**src/rtl/arb_mux_nbit.sv**
```systemverilog
`default_nettype none
// ============================================================================
// Module   : arb_mux_nbit
// Function : N-input arbitrated mux (fixed-priority or round-robin) with a
//            single registered output stage and valid/ready handshakes.
// Revision : 1.0
// ============================================================================
module arb_mux_nbit #(
   parameter int MuxWidth  = 16,
   parameter int NumInputs = 4,
   parameter int ArbMode   = 1
) (
   input  logic                          clk,
   input  logic                          rst_n,
   input  logic [NumInputs-1:0]          in_valid,
   input  logic [NumInputs*MuxWidth-1:0] in_data,
   output logic [NumInputs-1:0]          in_ready,
   output logic                          out_valid,
   output logic [MuxWidth-1:0]           out_data,
   output logic [$clog2(NumInputs)-1:0]  out_sel,
   input  logic                          out_ready
);

   localparam int                   SelWidth   = $clog2(NumInputs);
   localparam logic [SelWidth-1:0]  c_LAST_IDX = SelWidth'(NumInputs - 1);

   logic                 r_valid;
   logic [MuxWidth-1:0]  r_data;
   logic [SelWidth-1:0]  r_sel;
   logic [SelWidth-1:0]  r_ptr;

   logic [MuxWidth-1:0]  w_ch [NumInputs];
   logic [NumInputs-1:0] w_grant;
   logic [SelWidth-1:0]  w_gidx;
   logic [SelWidth-1:0]  w_sel;
   logic                 w_found;
   logic                 w_load_en;
   logic                 w_xfer;
   int                   w_idx;

   for (genvar gi = 0; gi < NumInputs; gi++) begin : g_unpack
      assign w_ch[gi] = in_data[gi*MuxWidth +: MuxWidth];
   end

   // Search order starts at the pointer in round-robin mode, at 0 otherwise.
   always_comb begin
      w_grant = '0;
      w_gidx  = '0;
      w_sel   = '0;
      w_found = 1'b0;
      w_idx   = 0;
      for (int k = 0; k < NumInputs; k++) begin
         w_idx = (ArbMode == 1) ? ((int'(r_ptr) + k) % NumInputs) : k;
         w_sel = w_idx[SelWidth-1:0];
         if (!w_found && in_valid[w_sel]) begin
            w_found        = 1'b1;
            w_grant[w_sel] = 1'b1;
            w_gidx         = w_sel;
         end
      end
   end

   assign w_load_en = !r_valid || out_ready;
   assign w_xfer    = w_load_en && w_found;
   assign in_ready  = w_load_en ? w_grant : '0;

   always_ff @(posedge clk or negedge rst_n) begin
      if (!rst_n) begin
         r_valid <= 1'b0;
         r_data  <= '0;
         r_sel   <= '0;
         r_ptr   <= '0;
      end else if (w_xfer) begin
         r_valid <= 1'b1;
         r_data  <= w_ch[w_gidx];
         r_sel   <= w_gidx;
         if (ArbMode == 1) begin
            r_ptr <= (w_gidx == c_LAST_IDX) ? '0 : w_gidx + 1'b1;
         end
      end else if (out_ready) begin
         r_valid <= 1'b0;
      end
   end

   assign out_valid = r_valid;
   assign out_data  = r_data;
   assign out_sel   = r_sel;

endmodule
`default_nettype wire

```
**config.mk**
```make
export PLATFORM = sky130hd
export DESIGN_NAME = arb_mux_nbit
export DESIGN_NICKNAME = d
export VERILOG_FILES = /design/src/rtl/arb_mux_nbit.sv
export SDC_FILE = /design/constraint.sdc
export NUM_CORES = 1
export LEC_CHECK = 0
export CAP_MARGIN = 20
export CORE_ASPECT_RATIO = 0.7
export CORE_UTILIZATION = 43
export CTS_CLUSTER_DIAMETER = 40
export DETAILED_ROUTE_END_ITERATION = 8
export HOLD_SLACK_MARGIN = 0.02
export PLACE_DENSITY = 0.92
export SETUP_SLACK_MARGIN = 0.05
export SYNTH_ARGS = -nofsm -noshare
export SYNTH_HDL_FRONTEND = slang
export SYNTH_SLANG_ARGS = --single-unit
```
**constraint.sdc**
```tcl
create_clock -name clk -period 8.8 [get_ports clk]
set_input_delay 2.2 -clock clk [delete_from_list [all_inputs] [get_ports clk]]
set_output_delay 2.2 -clock clk [all_outputs]
set_load 0.02 [all_outputs]
```
==> results.toml <==
[clock_tree]
cts_root_buf = "clkbuf_8"
htree_levels = 1
clockBufferDepth = 2
postCtsHoldBufs = 0
cts_resized = 0
clock-sinks = 21
clk_pin_slew_ns = 0.07
postCtsSetupRepairBufs = 0
cts_buffers = 3
cts_tree = "built"
worst_skew_pair.late_latency_ns = 0.26

[logic_synthesis]
postSynth.asyncResetShare = 1.00
ys.flop_type = "dfrtp_1"
syn_nets = 253
synth-edff-count = 0
synthCells = 174
syn_avg_cell_area_sq_um = 10.5
seq_area_frac_synth = 0.288
yosysWarnings = 0
synthesis.area_sq_um = 1820
synth_seq_cells = 21
synthDistinctLibCells = 38

[floorplanning]
die-area_sq_um = 4500
initial_core_util = 0.456
die_h_um = 56.5
core-area_sq_um = 3990
die_x_um = 79.8
design.portCount = 94
num_rows = 19

[timing]
period_share = 0.783
max_freq_mhz = 145
rsz0062_at_grt = "false"
worst_slew_margin_rel = 0.391
finalSetupViolCount = 0
hold_violations = 0
finalMaxSlewViolations = 0
fin_worst_skew_ns = 0.00408
finalSetupTns_ns = 0
min_period_ns = 6.89
worstMarginPinSlew_ns = 0.910

[routing]
detail_route.wl_per_cell_um = 15.7
final_antenna_net_count = 0
drt-total-wl_um = 4850
met2WireLength_um = 2190
first_iter_violations = 104
vias_per_cell = 5.49
drcViolationCount = 0
drt-met1-wl_um = 2170
wl_met3_um = 440
vias = 1696
top_layer = "met4"
drtPass1Iterations = 4

[final_layout]
final_common_cell = "clkdlybuf4s50_1"
nNetsFinal = 337
fillers = 329
drive_gt1_frac = 0.0934
area.growth.synth_to_final_pct = 50.1
num_antenna_cells = 0
layout_common_cells = "clkdlybuf4s50_1, mux2i_1, nand2_1"

[critical_path]
slowest_stage = "clkdlybuf4s50_1"
crit_chain = "clkdlybuf4s50_1 -> or3b_1 -> a2111oi_2 -> or3_4 -> a221oi_1 -> nor2_1 -> clkdlybuf4s50_1"
endpoint_kind = "output port"
path_buf_inv = 2
startpoint = "in_valid[0]"
path_delay_family = "buffers and inverters"
path_class = "input port to output port"
max_stage_delay_ns = 0.62
crit_fanout = 12
critPathRequiredTime_ns = 6.60
start_kind = "input port"
crit_top_cell = "clkdlybuf4s50_1"
r2r-start = "r_ptr[0]"
cp.arrival_ns = 4.69

[power_and_ir_drop]
peakVddDrop_mv = 0.203
leakagePower_nw = 1.11
power_mw = 0.861
power.density_nw_per_um2 = 315

[global_routing]
grt_pass1_wl_um = 7790
grt_max_degree = 35
grt_remaining_overflow = 0
antenna_found_initial = 0
grtUsageTotal = 0.223
grt_pass1_vias = 1677

[status]
status = "finished, final reports clean"

[hold_path]
min_path_type = "flop to flop"
hp-start = "out_sel[1]"

[run]
drv_cap = 0

[placement]
io_buffers = 93
place_congestion = 0.945
dpl.hpwl_um = 3730
==> per-stage QoR <==
step	instances	area (sq um)	setup WS, ns	util	hold WS, ns
2_1_floorplan	174	1820	3.01	-	0.589
3_3_place_gp	305	2690	2.05	0.673	0.459
3_5_place_dp	305	2690	1.93	0.673	0.472
4_1_cts	309	2740	1.94	0.685	0.488
5_1_grt	309	2740	1.73	0.685	0.509
6_report	309	2740	1.91	0.685	0.489
==> power by group <==
part           total, mW  switching (mW)  internal (mW)
Sequential         0.184          0.0412          0.143
Clock             0.0622          0.0307         0.0315
Combinational      0.615           0.316          0.299
Total              0.861           0.387          0.474
==> synth_stat cells (all sizes together), types with 4 or more instances <==
| master | instances | share of area |
|---|---|---|
| nor3 | 4 | 0.011 |
| a221oi | 5 | 0.024 |
| o221ai | 16 | 0.11 |
| mux2i | 33 | 0.18 |
| nor2 | 11 | 0.023 |
| buf | 13 | 0.077 |
| dfrtp | 21 | 0.29 |
| a22oi | 4 | 0.016 |
| o21ai | 4 | 0.011 |
| nand2 | 24 | 0.049 |
| ha | 8 | 0.055 |
==> flip-flops by register name, summed over array words and instances, names as in the netlist <==
register and cells:
out_data 16, out_sel 2, out_valid 1, r_ptr 2
==> worst reg2reg max path, cell delays in order (launching register included) <==
cell       delay, ns
dfrtp_1         0.72
inv_1           0.29
ha_1            0.50
or3b_1          0.42
a2111oi_2       0.37
or3_4           0.24
a2bb2oi_4       0.15
buf_4           0.46
ha_1            0.28
o21ai_0         0.10
a22o_1          0.26
==> final timing paths <==
check                         endpoint  slack [ns]  depth (start not counted)
hold / removal              out_sel[1]        0.49                          2
max in group asynchronous  out_data[9]        5.79                          1
setup reg to reg              r_ptr[0]        4.92                         10
min in group asynchronous   out_sel[1]        2.45                          1
setup / recovery           in_ready[1]        1.91                          7
hold reg to reg             out_sel[1]        0.49                          2
==> layer usage <==
layer,track usage,up-vias
li1,-,823
met1,0.279,790
met2,0.365,75
met3,0.0732,8
met4,0.0638,0
met5,0,-
==> area by class of cell <==
| class | count | area (sq um) | share of cell area |
|---|---|---|---|
| clock buffers | 3 | 41.3 | 0.0151 |
| multi-input cells | 135 | 1150 | 0.420 |
| flip-flops and latches | 21 | 526 | 0.192 |
| inverters | 3 | 11.3 | 0.00412 |
| clock inverters | 1 | 5.00 | 0.00183 |
| repair buffers | 94 | 938 | 0.343 |
| well taps | 52 | 65.1 | 0.0238 |
==> cell families after synthesis <==
group / after synthesis / share of synthesized area
AOI/OAI and AO/OA: 37 / 0.201
adders and majority gates: 8 / 0.0549
buffers and inverters: 18 / 0.0872
DFF: 21 / 0.288
muxes: 36 / 0.218
and+or+nand+nor: 54 / 0.150
No activity file was read; power rests on OpenSTA's default activity.
==> variant, RTL diff (same flow settings) <==
Change the parameter `MuxWidth` from 16 to 12.
--- a/src/rtl/arb_mux_nbit.sv
+++ b/src/rtl/arb_mux_nbit.sv
@@ -7,5 +7,5 @@
 // ============================================================================
 module arb_mux_nbit #(
-   parameter int MuxWidth  = 16,
+   parameter int MuxWidth  = 12,
    parameter int NumInputs = 4,
    parameter int ArbMode   = 1
Ports: changed (resized in_data and out_data); port bits go from 94 to 74. No check against the original RTL was run, so the function may have changed too.
==> variant against the original RTL <==
Sequential share of layout area increased by 0.17 points. Setup slack got worse by 0.18 ns. Synthesized cell count decreased by 13%. Non-clock buffer count decreased by 21. First-iteration DRC count decreased by 59%. Sequential cell count decreased by 4. Design area decreased by 20%. Wire length decreased by 15%. Synthesized area decreased by 20%. Power decreased by 16%. Critical path depth increased by 1. Clock skew decreased by 0.0027 ns.
==> variant: results (changes against the original RTL) <==
Run status
  – Status: finished, final reports clean (unchanged)

Logic synthesis
  – Post-synth cell types: 38 (unchanged)
  – Synth Area in Adders: 6.88% (was 5.49%)
  – Compound-gate portion of the synthesized area: 20.4% (was 20.1%)
  – Ranking of synthesized cells by area: dfrtp_1 29%, mux2i_1 18%, ha_1 6.9% (was dfrtp_1 29%, mux2i_1 18%, o221ai_2 7.4%)
  – Synth Net Count: 214 (was 253)
  – Mux contribution to synthesized area: 21.0% (was 21.8%)
  – Most instantiated cells after synthesis: 26 x mux2i_1, 19 x nand2_1, 17 x dfrtp_1 (was 33 x mux2i_1, 24 x nand2_1, 21 x dfrtp_1)
  – Syn Inst Count: 151 (was 174)
  – Seq/Total Area, Yosys: 29.3% (was 28.8%)

Timing
  – Clock skew: 0.00139 ns (was 0.00408 ns)
  – Worst-Margin Slew: 1.09 ns (was 0.910 ns)
  – Fmax: 141 MHz (was 145 MHz)
  – Hold WS: 0.497 ns (was 0.489 ns)

Placement
  – Place WS: 1.74 ns (was 1.93 ns)
  – HPWL Detailed: 3210 um (was 3730 um)
  – Post-placement cell count: 250 (was 305)
  – Post-place instance area: 2150 sq um (was 2690 sq um)
  – IO Port Bufs: 73 (was 93)
  – Final Wtd Congestion: 0.827 (was 0.945)

Final layout
  – Max reg flops: 12 (was 16)
  – Fill cells: 246 (was 329)
  – Final net count: 280 (was 337)
  – Design Area, Final: 2190 sq um (was 2740 sq um)
  – Share of cells above drive strength 1: 5.56% (was 9.34%)

Min path
  – Hold-critical path endpoint: out_data[1]$_DFFE_PN0P_ (was out_sel[1]$_DFFE_PN0P_)
  – Hold path startpoint: out_data[1]$_DFFE_PN0P_ (was out_sel[1]$_DFFE_PN0P_)

Pwr
  – Lkg Pwr: 0.917 nW (was 1.11 nW)
  – Peak supply drop: 191 uV (was 203 uV)

Critical path
  – Flop2flop setup slack: 5.17 ns (was 4.92 ns)
  – Largest stage delay on the critical path: 0.67 ns (was 0.62 ns)
  – CP startpoint: in_valid[2] (was in_valid[0])
  – Reg2Reg Capture Point: out_data[11]$_DFFE_PN0P_ (was r_ptr[0]$_DFFE_PN0P_)
  – CP arrival: 4.87 ns (was 4.69 ns)
  – CP max FO: 11 (was 12)
  – FF-to-FF path depth: 8 (was 10)

Detailed routing
  – Via-per-instance ratio: 5.67 (was 5.49)
  – WL/cell: 16.2 um (was 15.7 um)
  – First-pass detailed-route iteration total: 4 (unchanged)
  – Vias: 1441 (was 1696)
  – DR iter-0 viols: 43 (was 104)

Global routing
  – Initial antenna violation count: 0 (unchanged)
  – Number of global-route vias before repair: 1353 (was 1677)
  – First-pass GRT wire length: 6600 um (was 7790 um)
  – Largest net degree at the start of global routing: 27 (was 35)
  – Total GRT Usage: 23.9% (was 22.3%)
==> variant: per-layer routing <==
metal / GRT usage [%] / vias up / part of all wire, %
li1: - / 695 / -
met1: 30.8 / 677 / 41
met2: 40.0 / 61 / 49
met3: 6.43 / 8 / 7.8
met4: 5.88 / 0 / 1.7
met5: 0 / - / 0
==> variant: area by class of cell <==
type,instances,area share [%]
clock buffer,4,2.05
inverter,5,0.855
multi-input combinational,117,42.2
sequential,17,19.4
tap,38,2.17
timing repair buffer,73,33.3
==> variant: where the power goes <==
part | total (mW) | switching (mW) | internal [mW] | leakage (nW)
logic | 0.516 | 0.271 | 0.245 | 0.689
registers | 0.149 | 0.0340 | 0.115 | 0.205
clock network | 0.0587 | 0.0265 | 0.0322 | 0.0228
total | 0.724 | 0.332 | 0.392 | 0.917
